<file path="config.mk">
export PLATFORM = sky130hd
export DESIGN_NAME = hc_sr04_emu_flat
export DESIGN_NICKNAME = d
export VERILOG_FILES = /design/src/rtl/hc_sr04_emu_if.sv /design/src/rtl/hc_sr04_emu.sv /design/src/flat_wrapper.sv
export SDC_FILE = /design/constraint.sdc
export NUM_CORES = 1
export LEC_CHECK = 0
export CAP_MARGIN = 5
export CELL_PAD_IN_SITES_DETAIL_PLACEMENT = 1
export CELL_PAD_IN_SITES_GLOBAL_PLACEMENT = 1
export CORE_MARGIN = 5
export CORE_UTILIZATION = 40
export DETAILED_ROUTE_END_ITERATION = 10
export PLACE_DENSITY = 0.73
export RECOVER_POWER = 25
export SYNTH_ARGS = -nofsm -noshare
export SYNTH_HDL_FRONTEND = slang
export SYNTH_SLANG_ARGS = --single-unit
</file>
<file path="constraint.sdc">
create_clock -name sys_clk -period 8.25 [get_ports sys_clk]
set_clock_uncertainty 0.2 [all_clocks]
set_input_delay 1.65 -clock sys_clk [delete_from_list [all_inputs] [get_ports sys_clk]]
set_output_delay 1.65 -clock sys_clk [all_outputs]
set_load 0.02 [all_outputs]
</file>
<file path="src/rtl/hc_sr04_emu_if.sv">
// hc_sr04_emu_if -- trig/echo link between an HC-SR04 trig driver (master)
// and the sensor emulator (slave).
//   trig       master -> slave  trigger pulse, asynchronous to the slave clock
//   dist_cm    master -> slave  emulated target distance in cm
//   echo       slave -> master  echo pulse, width encodes distance
//   busy       slave -> master  measurement in progress (trig ignored)
//   meas_done  slave -> master  one-cycle end-of-measurement strobe
interface hc_sr04_emu_if;
    logic       trig;
    logic [8:0] dist_cm;
    logic       echo;
    logic       busy;
    logic       meas_done;

    modport master (output trig, output dist_cm, input echo, input busy, input meas_done);
    modport slave  (input trig, input dist_cm, output echo, output busy, output meas_done);
endinterface

</file>
<file path="src/rtl/hc_sr04_emu.sv">
// hc_sr04_emu -- synthesizable behavioural model of the HC-SR04 ultrasonic
// sensor (responder end of trig/echo). A trig pulse of at least TRIG_MIN_US
// starts a measurement: after BURST_DELAY_US the echo pin goes high for
// dist_cm*US_PER_CM us, then the block holds off until CYCLE_US has elapsed
// since the trig was accepted.
//
// Ports:
//   sys_clk   system clock (CLK_FREQ_MHZ cycles per us)
//   sys_rst   synchronous reset, active-high
//   sensor    hc_sr04_emu_if.slave: trig, dist_cm in; echo, busy, meas_done out
//
// Build option HCSR04_EMU_TIMEOUT_EN: when defined, an out-of-range distance
// (0 or > MAX_CM) returns a fixed 38000 us echo (the real sensor's no-object
// timeout); when undefined it returns no echo and meas_done pulses at the
// moment the echo would have risen.
module hc_sr04_emu #(
    parameter int CLK_FREQ_MHZ   = 50,
    parameter int TRIG_MIN_US    = 10,
    parameter int BURST_DELAY_US = 200,
    parameter int US_PER_CM      = 58,
    parameter int MAX_CM         = 400,
    parameter int CYCLE_US       = 60000
) (
    input  logic          sys_clk,
    input  logic          sys_rst,
    hc_sr04_emu_if.slave  sensor
);

    localparam int            PW         = (CLK_FREQ_MHZ > 1) ? $clog2(CLK_FREQ_MHZ) : 1;
    localparam logic [PW-1:0] PRESC_TC   = PW'(CLK_FREQ_MHZ - 1);
    localparam int            TIMEOUT_US = 38000;

    typedef enum logic [2:0] {IDLE, TRIG_HI, BURST, ECHO, HOLDOFF} state_t;

    state_t        state, state_n;
    logic          trig_s1, trig_s2, trig_d;
    logic          rise, fall;
    logic [PW-1:0] presc;
    logic          tick;
    logic [16:0]   us_cnt;     // us spent in the current state
    logic [17:0]   us_nxt;     // us_cnt including this cycle's tick
    logic [17:0]   cyc_us;     // us since BURST entry, runs through HOLDOFF
    logic [18:0]   cyc_nxt;
    logic [16:0]   width_us;
    logic [16:0]   prod;
    logic          oor;
    logic          latch, done_n;
    logic          echo_q, busy_q, done_q;
`ifndef HCSR04_EMU_TIMEOUT_EN
    logic          oor_lat;
`endif

    // trig: 2-FF synchronizer plus one edge-detect stage
    always_ff @(posedge sys_clk) begin
        if (sys_rst) begin
            trig_s1 <= 1'b0;
            trig_s2 <= 1'b0;
            trig_d  <= 1'b0;
        end else begin
            trig_s1 <= sensor.trig;
            trig_s2 <= trig_s1;
            trig_d  <= trig_s2;
        end
    end

    assign rise    = trig_s2 & ~trig_d;
    assign fall    = ~trig_s2 & trig_d;
    assign tick    = (presc == PRESC_TC);
    assign us_nxt  = {1'b0, us_cnt} + {17'd0, tick};
    assign cyc_nxt = {1'b0, cyc_us} + {18'd0, tick};
    assign oor     = (sensor.dist_cm == 9'd0) || (int'(sensor.dist_cm) > MAX_CM);
    assign prod    = 17'(sensor.dist_cm) * 17'(US_PER_CM);

    always_ff @(posedge sys_clk) begin
        if (sys_rst) state <= IDLE;
        else         state <= state_n;
    end

    always_comb begin
        state_n = state;
        latch   = 1'b0;
        done_n  = 1'b0;
        case (state)
            IDLE:    if (rise) state_n = TRIG_HI;
            TRIG_HI: if (fall) begin
                // the tick landing on the fall cycle still counts toward the pulse
                if (us_nxt >= 18'(TRIG_MIN_US)) begin
                    state_n = BURST;
                    latch   = 1'b1;
                end else begin
                    state_n = IDLE;
                end
            end
            BURST: if (tick && us_cnt == 17'(BURST_DELAY_US - 1)) begin
`ifdef HCSR04_EMU_TIMEOUT_EN
                state_n = ECHO;
`else
                if (oor_lat) begin
                    state_n = HOLDOFF;
                    done_n  = 1'b1;
                end else begin
                    state_n = ECHO;
                end
`endif
            end
            ECHO: if (tick && us_cnt == width_us - 17'd1) begin
                state_n = HOLDOFF;
                done_n  = 1'b1;
            end
            // an already-expired cycle (echo ran past CYCLE_US) leaves at once
            HOLDOFF: if (cyc_nxt >= 19'(CYCLE_US)) state_n = IDLE;
            default: state_n = IDLE;
        endcase
    end

    // Prescaler and us counters restart on every state entry; transitions
    // after BURST fall on tick boundaries so cyc_us stays exact across them.
    always_ff @(posedge sys_clk) begin
        if (sys_rst) begin
            presc    <= '0;
            us_cnt   <= '0;
            cyc_us   <= '0;
            width_us <= '0;
`ifndef HCSR04_EMU_TIMEOUT_EN
            oor_lat  <= 1'b0;
`endif
        end else begin
            if (state_n != state || tick) presc <= '0;
            else                          presc <= presc + 1'b1;

            if (state_n != state)             us_cnt <= '0;
            else if (tick && us_cnt != '1)    us_cnt <= us_cnt + 1'b1;

            if (state == IDLE || state == TRIG_HI) cyc_us <= '0;
            else if (tick && cyc_us != '1)         cyc_us <= cyc_us + 1'b1;

            if (latch) begin
`ifdef HCSR04_EMU_TIMEOUT_EN
                width_us <= oor ? 17'(TIMEOUT_US) : prod;
`else
                width_us <= prod;
                oor_lat  <= oor;
`endif
            end
        end
    end

    always_ff @(posedge sys_clk) begin
        if (sys_rst) begin
            echo_q <= 1'b0;
            busy_q <= 1'b0;
            done_q <= 1'b0;
        end else begin
            echo_q <= (state_n == ECHO);
            busy_q <= (state_n == BURST) || (state_n == ECHO) || (state_n == HOLDOFF);
            done_q <= done_n;
        end
    end

    assign sensor.echo      = echo_q;
    assign sensor.busy      = busy_q;
    assign sensor.meas_done = done_q;

endmodule

</file>
<file path="src/flat_wrapper.sv">
// flat-port wrapper written by rule: the top's interface ports become plain ports
module hc_sr04_emu_flat 
#(
    parameter int CLK_FREQ_MHZ   = 50,
    parameter int TRIG_MIN_US    = 10,
    parameter int BURST_DELAY_US = 200,
    parameter int US_PER_CM      = 58,
    parameter int MAX_CM         = 400,
    parameter int CYCLE_US       = 60000
)
  (sys_clk, sys_rst, sensor_trig, sensor_dist_cm, sensor_echo, sensor_busy, sensor_meas_done);
  hc_sr04_emu_if sensor_i ();
  input  logic sys_clk;
  input  logic sys_rst;
  input wire logic [$bits(sensor_i.trig)-1:0] sensor_trig;
  input wire logic [$bits(sensor_i.dist_cm)-1:0] sensor_dist_cm;
  output wire logic [$bits(sensor_i.echo)-1:0] sensor_echo;
  output wire logic [$bits(sensor_i.busy)-1:0] sensor_busy;
  output wire logic [$bits(sensor_i.meas_done)-1:0] sensor_meas_done;
  assign sensor_i.trig = sensor_trig;
  assign sensor_i.dist_cm = sensor_dist_cm;
  assign sensor_echo = sensor_i.echo;
  assign sensor_busy = sensor_i.busy;
  assign sensor_meas_done = sensor_i.meas_done;
  hc_sr04_emu #(.CLK_FREQ_MHZ(CLK_FREQ_MHZ), .TRIG_MIN_US(TRIG_MIN_US), .BURST_DELAY_US(BURST_DELAY_US), .US_PER_CM(US_PER_CM), .MAX_CM(MAX_CM), .CYCLE_US(CYCLE_US)) u_core (.sys_clk(sys_clk), .sys_rst(sys_rst), .sensor(sensor_i));
endmodule
</file>
==> results.json, run 1 <==
{
  "htree_levels": 3,
  "hold_violations": 0,
  "dpl_cell_area_um2": 5378,
  "clk_path_buf_depth": 2,
  "synthArstFlopShare_pct": 0,
  "grtUsageTotal_pct": 18.06,
  "powerDensity_nw_per_um2": 165.0,
  "r2r_cells": 13,
  "setup-violations-final": 0,
  "r2r_end": "u_core.oor_lat",
  "cts_resized": 0,
  "fin_crit_sh_pct": 66.45,
  "clkLatencyLatePin_ns": 0.35,
  "tightest_slew_ns": 1.113,
  "path_cells": "clkdlybuf4s50_1, fa_1, ha_1, inv_1, fa_1, inv_1, ha_1, a21oi_1, o211ai_1, or4_1, a31o_2, a21oi_1, xnor2_1, a211oi_1",
  "syn_to_final_growth_pct": 10.67,
  "placement.setup.worst_slack_ns": 2.414,
  "slew_headroom_pct": 25.83,
  "drv_slew": 0,
  "ir_worst_vdd_mv": 0.08985,
  "status": "completed",
  "seq_area_frac_synth_pct": 25.27,
  "first_pass_iters": 4,
  "vias": 4388,
  "antenna_found_initial": 0,
  "fmax_mhz": 182.4,
  "worst_ep_arrival_time_ns": 5.54,
  "drt_wl_total_mm": 12.99,
  "overflow": 0,
  "avgSynthCellArea_um2": 8.456,
  "netlist_area_um2": 5150,
  "worstSetupStartpointType": "input port",
  "reg2reg_from": "u_core.presc[0]",
  "clkSinkCount": 65,
  "maxCapViolCount": 0,
  "routedWlPerCell_um": 16.56,
  "ys_ff_latch": 65,
  "critPathRequiredTime_ns": 8.31,
  "fin_crit_ns": 5.482,
  "ff2ff_setup_slack_ns": 3.91,
  "viasPerCell": 5.597,
  "layout.nets": 678,
  "rsz0062_at_grt": "false",
  "synth_cells": 609,
  "synthFlopType": "dfxtp_1",
  "grt_start_max_net_pins": 26,
  "grt_pass1_wl_mm": 21.92,
  "numCtsBuffers": 9,
  "yosys_warnings": 0,
  "final_common_cell": "dfxtp_1",
  "endpoint_kind": "flip-flop",
  "cts_root_buf": "clkbuf_16",
  "slowest_stage": "clkdlybuf4s50_1",
  "final_util_pct": 45.16,
  "cts_setup_buffers": 0,
  "syn-num-nets": 680,
  "grt_pass1_vias": 4585,
  "n_antenna_cell": 0,
  "synth_cell_type_count": 71,
  "crit_start": "sensor_dist_cm[2]",
  "clk_pin_slew_worst_paths_ns": 0.06,
  "dp_hpwl_mm": 9.847,
  "min_path_type": "flip-flop to flip-flop",
  "drc": 0,
  "die-area_um2": 15240,
  "rows": 41,
  "core_um2": 12620,
  "drive_above_1_share_pct": 7.026,
  "cts_tree": "yes",
  "tns_ns": 0,
  "endpoint": "u_core.width_us[14]",
  "initial_utilization_pct": 40.81,
  "synth_enable_flop_cells": 0,
  "leakagePower_nw": 2.116,
  "final_area_um2": 5699,
  "cp_slowest_stage_delay_ns": 0.64,
  "numPortBuffers": 14,
  "drt_iter0_drc": 186,
  "ios": 15,
  "gp_congestion": 0.8216,
  "ant_nets": 0,
  "final_cell_mix": "dfxtp_1 (65), nor2_1 (64), ha_1 (46)",
  "hold-path-cell-count": 1,
  "critical_path_class": "input port to flip-flop",
  "die_h_um": 123.5,
  "hold_buffers": 0,
  "fin_ws_ns": 2.768,
  "die_x_um": 123.5,
  "crit_fanout": 5
}
==> area by class of cell <==
class                           count  area (um^2)
Clock buffer                        9        225.2
Clock inverter                      7        102.6
Fill cell                        1542         6920
Inverter                           41        153.9
Multi-Input combinational cell    474         3546
Sequential cell                    65         1301
Tap cell                          172        215.2
Timing Repair Buffer               16        155.1
==> report_power, final <==
part | total (mW) | switching (mW) | internal (mW) | leakage (nW)
Combinational | 0.200 | 0.109 | 0.0906 | 1.44
Clock | 0.421 | 0.154 | 0.267 | 0.157
Sequential | 0.319 | 0.00271 | 0.316 | 0.524
Total | 0.940 | 0.266 | 0.674 | 2.12
==> worst max-delay path, delay by kind of cell <==
kind | cells | cell delay (ns)
compound gates | 5 | 0.99
xor+xnor | 1 | 0.08
buf+inv | 3 | 0.76
fa+ha+maj | 4 | 1.61
simple gates | 1 | 0.45
==> synthesized netlist by cell type, types with 3 or more instances <==
master / number / area share, %
nand3_1: 21 / 2.0
o21ai_0: 13 / 1.3
nor3_1: 36 / 3.5
or2_2: 6 / 0.73
nand4_1: 15 / 1.8
o21a_1: 3 / 0.44
or4_1: 3 / 0.44
nor3b_1: 3 / 0.44
and4_1: 7 / 1.2
nor4_1: 16 / 1.9
and2_1: 3 / 0.36
buf_2: 11 / 1.1
ha_1: 46 / 11
nor2_1: 64 / 4.7
o31ai_1: 4 / 0.58
o21bai_1: 5 / 0.73
xnor2_1: 41 / 7.0
clkbuf_1: 11 / 0.80
a31oi_1: 7 / 0.85
or3_1: 6 / 0.73
nand2_1: 35 / 2.6
a21oi_1: 17 / 1.7
inv_1: 40 / 2.9
xor2_1: 26 / 4.4
dfxtp_1: 65 / 25
mux2i_1: 19 / 3.7
fa_1: 13 / 5.1
and3_1: 7 / 0.85
nor2b_1: 9 / 1.1
a211oi_1: 5 / 0.73
a31o_2: 3 / 0.51
==> worst min path at each step <==
stage,slack [ns],start,end
after floorplan,0.21,u_core.trig_s1,u_core.trig_s2
after CTS,0.27,u_core.trig_s1,u_core.trig_s2
after global placement,0.26,u_core.trig_s1,u_core.trig_s2
after global routing,0.28,u_core.trig_s1,u_core.trig_s2
final,0.26,u_core.trig_s1,u_core.trig_s2
after detailed placement,0.26,u_core.trig_s1,u_core.trig_s2
==> registers in the layout, indices dropped and copies added (netlist names), 3 cells and up <==
name and cells:
u_core.presc 6, u_core.cyc_us 18, u_core.us_cnt 17, u_core.state 3, u_core.width_us 14
==> cells by family (layout without fill, tap and decap cells) <==
kind of cell | after synthesis | after routing | share of synthesized area (%)
multiplexers | 20 | 20 | 3.912
flip-flops | 65 | 65 | 25.27
AND/OR/NAND/NOR | 243 | 243 | 24.59
buffers and inverters | 70 | 73 | 5.976
adder cells (fa/ha/maj) | 59 | 59 | 16.23
AO/OA/AOI/OAI | 85 | 85 | 12.63
XOR/XNOR | 67 | 67 | 11.39
==> layer usage <==
layer / vias to the layer above / track usage, % / wire (um) / part of all wire, %
li1: 2144 / - / - / -
met1: 2175 / 21.42 / 5754 / 44
met2: 47 / 32.14 / 6642 / 51
met3: 22 / 3.660 / 317 / 2.4
met4: 0 / 6.505 / 271 / 2.1
met5: - / 0 / 0 / 0
==> metrics by stage <==
step / instances / hold WS [ns] / total power, mW
after floorplan: 609 / 0.2138 / 0.4787
after global placement: 768 / 0.2569 / 0.5193
after detailed placement: 768 / 0.2569 / 0.5282
after CTS: 784 / 0.2694 / 0.9561
after global routing: 784 / 0.2773 / 0.9928
final: 784 / 0.2650 / 0.9403
Power figures use the tool's default switching activity.
==> inputs of run 2 (changes only) <==
- clock period: 8.25 -> 5.55 ns (I/O delays scaled with it)
==> run 2 against run 1 <==
Net effect:
- flip-flop and latch count is the same
- largest cell class unchanged
- cell area shrank 0.31%
- non-clock buffer count is the same
- global-route usage is essentially flat
- worst hold slack lost 0.011 ns
- cell count is the same
==> results.json, run 2 (synthesized netlist as in run 1, its figures left out) <==
{
  "grt_pass1_vias": 4577,
  "status": "completed",
  "first_pass_iters": 4,
  "drv_slew": 0,
  "largest_register_ffs": 18,
  "grt_pass1_wl_mm": 22.03,
  "layout.nets": 678,
  "clk_path_buf_depth": 2,
  "final_common_cell": "dfxtp_1",
  "numPortBuffers": 14,
  "die-area_um2": 15240,
  "critical_path_class": "input port to flip-flop",
  "drt_iter0_drc": 205,
  "syn_to_final_growth_pct": 10.33,
  "critPathRequiredTime_ns": 5.60,
  "crit_fanout": 5,
  "worst_ep_arrival_time_ns": 5.02,
  "maxCapViolCount": 0,
  "largest_register": "u_core.cyc_us",
  "endpoint_kind": "flip-flop",
  "hold_violations": 0,
  "reg.largest.list": "u_core.cyc_us x18, u_core.us_cnt x17, u_core.width_us x14",
  "cts_resized": 0,
  "slew_headroom_pct": 26.54,
  "worstSetupStartpointType": "input port",
  "die_x_um": 123.5,
  "grt_start_max_net_pins": 26,
  "placement.setup.worst_slack_ns": 0.2524,
  "dp_hpwl_mm": 9.777,
  "fin_crit_sh_pct": 89.41,
  "setup-violations-final": 0,
  "ant_nets": 0,
  "hold_buffers": 0,
  "ir_worst_vdd_mv": 0.1323,
  "core_um2": 12620,
  "viasPerCell": 5.587,
  "fmax_mhz": 201.5,
  "htree_levels": 3,
  "numCtsBuffers": 9,
  "cts_setup_buffers": 0,
  "rows": 41,
  "clk_pin_slew_worst_paths_ns": 0.06,
  "ios": 15,
  "fin_ws_ns": 0.5876,
  "routedWlPerCell_um": 16.51,
  "gp_congestion": 0.8216,
  "final_util_pct": 45.02,
  "clkSinkCount": 65,
  "cts_tree": "yes",
  "leakagePower_nw": 2.110,
  "power_mw": 1.355,
  "vias": 4380,
  "initial_utilization_pct": 40.81,
  "clkLatencyLatePin_ns": 0.35,
  "drive_above_1_share_pct": 7.190,
  "powerDensity_nw_per_um2": 238.6,
  "min_path_type": "flip-flop to flip-flop",
  "drc": 0,
  "antenna_found_initial": 0,
  "die_h_um": 123.5,
  "final_cell_mix": "dfxtp_1 (65), nor2_1 (64), ha_1 (46)",
  "n_antenna_cell": 0,
  "overflow": 0,
  "tightest_slew_ns": 1.102,
  "drt_wl_total_mm": 12.95,
  "fin_crit_ns": 4.962,
  "rsz0062_at_grt": "false",
  "grtUsageTotal_pct": 18.09,
  "tns_ns": 0,
  "cts_root_buf": "clkbuf_16"
}
-- run 2: cell types whose count changed in the layout (fill, tap and decap cells not counted) --
cell	before	now
bufinv_16	2	1
clkinv_4	2	3
o2111ai_2	0	1
clkinv_2	0	1
clkinvlp_4	1	0
o2111ai_1	2	1
-- run 2: routing by layer --
metal / routed length [um] / vias to the layer above / share of wire, % / GRT usage (%)
met5: 0 / - / 0 / 0
met2: 6565 / 33 / 51 / 32.21
li1: - / 2148 / - / -
met4: 195 / 0 / 1.5 / 5.398
met1: 5909 / 2180 / 46 / 21.60
met3: 274 / 19 / 2.1 / 4.163
-- run 2: worst paths after layout --
path	start	endpoint	cells past startpoint	slack [ns]
setup reg to reg	u_core.presc[0]	u_core.width_us[3]	13	1.19
hold / removal	u_core.trig_s1	u_core.trig_s2	1	0.25
setup / recovery	sensor_dist_cm[3]	u_core.width_us[14]	14	0.59
hold reg to reg	u_core.trig_s1	u_core.trig_s2	1	0.25
-- run 2: metrics by stage --
step / hold WS (ns) / std cells / instance area, um^2
after floorplan: 0.2138 / 609 / 5150
final: 0.2536 / 784 / 5682
after CTS: 0.2587 / 784 / 5682
after global placement: 0.2569 / 768 / 5378
after detailed placement: 0.2419 / 768 / 5378
after global routing: 0.2766 / 784 / 5682
-- run 2: layout make-up --
type,count,area (um^2)
tap,172,215.2
clock inverter,7,78.83
inverter,41,153.9
fill,1532,6938
sequential,65,1301
timing repair buffer,16,155.1
clock buffer,9,225.2
multi-input combinational,474,3552
-- run 2: critical path, stage by stage --
cell and delay [ns]:
clkdlybuf4s50_1 0.64, fa_1 0.48, ha_1 0.30, inv_1 0.06
fa_1 0.52, inv_1 0.06, ha_1 0.34, a21oi_1 0.20
o211ai_1 0.15, or4_1 0.45, a31o_2 0.25, a21oi_1 0.16
xnor2_1 0.08, a211oi_1 0.22
-- run 2: power breakdown --
group / leakage (nW) / switching [mW] / internal [mW]
logic: 1.44 / 0.163 / 0.135
clock network: 0.150 / 0.232 / 0.352
registers: 0.524 / 0.00411 / 0.470
total: 2.11 / 0.399 / 0.957
==> inputs of run 3 (changes only) <==
==> constraint.sdc (replaced) <==
create_clock -name sys_clk -period 5.55 [get_ports sys_clk]
set_clock_uncertainty 0.2 [all_clocks]
set_input_delay 0.8325 -clock sys_clk [delete_from_list [all_inputs] [get_ports sys_clk]]
set_output_delay 0.8325 -clock sys_clk [all_outputs]
set_load 0.02 [all_outputs]
==> run 3 against run 2 <==
Net effect:
- non-clock buffer count unchanged
- combinational power about the same
- first-iteration DRC count up 17%
- clock power decreased by 8.6%
- register-to-register slack better by 0.02 ns
- sequential power about the same
- critical path type unchanged
- largest power group unchanged
==> results.json, run 3 (synthesized netlist as in run 1, its figures left out) <==
{
  "clk_path_buf_depth": 2,
  "viasPerCell": 5.589,
  "route.met2.wl_mm": 6.546,
  "reg.largest.list": "u_core.cyc_us x18, u_core.us_cnt x17, u_core.width_us x14",
  "r2r_end": "u_core.width_us[5]",
  "worstSetupStartpointType": "input port",
  "rsz0062_at_grt": "false",
  "grt_pass1_vias": 4585,
  "first_pass_iters": 4,
  "drt_iter0_drc": 240,
  "n_antenna_cell": 0,
  "final_common_cell": "dfxtp_1",
  "vias": 4382,
  "m1WireLength_mm": 5.767,
  "largest_register": "u_core.cyc_us",
  "setup-violations-final": 0,
  "path_cells": "clkdlybuf4s50_1, fa_1, ha_1, inv_1, fa_1, inv_1, ha_1, a21oi_1, o211ai_1, or4_1, a31o_2, a21oi_1, xnor2_1, a211oi_1",
  "grtUsageTotal_pct": 18.11,
  "endpoint_kind": "flip-flop",
  "drc": 0,
  "hp-start": "u_core.trig_s1",
  "register_area_um2": 1301,
  "syn_to_final_growth_pct": 9.864,
  "drv_slew": 0,
  "status": "completed",
  "initial_utilization_pct": 40.81,
  "dp_hpwl_mm": 9.890,
  "critPathBufInv": 3,
  "hold_violations": 0,
  "cts_tree": "yes",
  "core_um2": 12620,
  "largest_register_ffs": 18,
  "cts_setup_buffers": 0,
  "antenna_found_initial": 0,
  "leakagePower_nw": 2.092,
  "fin_crit_sh_pct": 84.05,
  "drt_wl_total_mm": 12.93,
  "placement.setup.worst_slack_ns": 0.5213,
  "hold_buffers": 0,
  "crit_family": "adder cells",
  "fin_ws_ns": 0.8852,
  "final_cell_mix": "dfxtp_1 (65), nor2_1 (64), ha_1 (46)",
  "routedWlPerCell_um": 16.50,
  "grt_start_max_net_pins": 26,
  "clkSinkCount": 65,
  "min_to": "u_core.trig_s2",
  "worst_ep_arrival_time_ns": 4.72,
  "crit_fanout": 5,
  "hold-path-cell-count": 1,
  "slowest_stage": "clkdlybuf4s50_1",
  "topRoutingLayerUsed": "met4",
  "fmax_mhz": 214.4,
  "die-area_um2": 15240,
  "die_h_um": 123.5,
  "clkLatencyLatePin_ns": 0.35,
  "numCtsBuffers": 9,
  "die_x_um": 123.5,
  "cp_slowest_stage_delay_ns": 0.64,
  "tightest_slew_ns": 1.108,
  "ios": 15,
  "critPathRequiredTime_ns": 5.61,
  "layout.nets": 678,
  "cts_resized": 0,
  "cts_root_buf": "clkbuf_16",
  "numPortBuffers": 14,
  "min_path_type": "flip-flop to flip-flop",
  "tns_ns": 0,
  "drive_above_1_share_pct": 7.190,
  "rows": 41,
  "grt_pass1_wl_mm": 22.04,
  "maxCapViolCount": 0,
  "fin_crit_ns": 4.665,
  "critical_path_class": "input port to flip-flop",
  "gp_congestion": 0.8216,
  "ir_worst_vdd_mv": 0.1448,
  "overflow": 0,
  "slew_headroom_pct": 26.10,
  "htree_levels": 3,
  "reg2reg_from": "u_core.presc[0]",
  "r2r_cells": 13,
  "n_fill_cell": 1536,
  "ff2ff_setup_slack_ns": 1.21,
  "met3_length_um": 375,
  "clk_pin_slew_worst_paths_ns": 0.06,
  "multi_input_area_um2": 3552,
  "ant_nets": 0,
  "powerDensity_nw_per_um2": 231.0
}
[run 3: cell types whose count changed in the layout (fill, tap and decap cells not counted), sizes merged]
cell,delta
bufinv,-1
clkinv,-1
clkinvlp,+2
[run 3: how the worst max path moves through the flow]
stage	from	slack [ns]	cells past startpoint	to
after floorplan	sensor_dist_cm[1]	1.43	13	u_core.width_us[14]
after global routing	sensor_dist_cm[3]	0.66	14	u_core.width_us[14]
after global placement	sensor_dist_cm[3]	0.62	14	u_core.width_us[14]
after CTS	sensor_dist_cm[3]	0.87	14	u_core.width_us[14]
final	sensor_dist_cm[3]	0.89	14	u_core.width_us[14]
after detailed placement	sensor_dist_cm[3]	0.52	14	u_core.width_us[14]
[run 3: report_power, final]
group	switching [mW]	internal, mW	total (mW)	leakage (nW)
Sequential	0.00417	0.470	0.474	0.524
Combinational	0.164	0.134	0.298	1.44
Clock	0.229	0.305	0.534	0.132
Total	0.397	0.910	1.31	2.09
[run 3: per-layer routing]
| metal | up-vias | GRT usage, % |
|---|---|---|
| met4 | 0 | 5.882 |
| met5 | - | 0 |
| met3 | 21 | 4.895 |
| li1 | 2154 | - |
| met1 | 2160 | 21.73 |
| met2 | 47 | 31.36 |
[run 3: cell type report]
type / count / share of cell area, %
Clock inverter: 7 / 0.9730
Inverter: 41 / 2.720
Timing Repair Buffer: 16 / 2.742
Sequential cell: 65 / 23.00
Multi-Input combinational cell: 474 / 62.78
Clock buffer: 9 / 3.981
Tap cell: 172 / 3.804
[run 3: through the flow]
step | hold slack (ns) | instances | cell area (um^2) | utilization, % | power [mW]
finish | 0.2595 | 784 | 5658 | 44.83 | 1.307
global route | 0.2756 | 784 | 5658 | 44.83 | 1.387
CTS | 0.2655 | 784 | 5658 | 44.83 | 1.331
detailed placement | 0.2535 | 768 | 5378 | 42.61 | 0.7862
global placement | 0.2569 | 768 | 5378 | 42.61 | 0.7720
floorplan | 0.2138 | 609 | 5150 | - | 0.7116
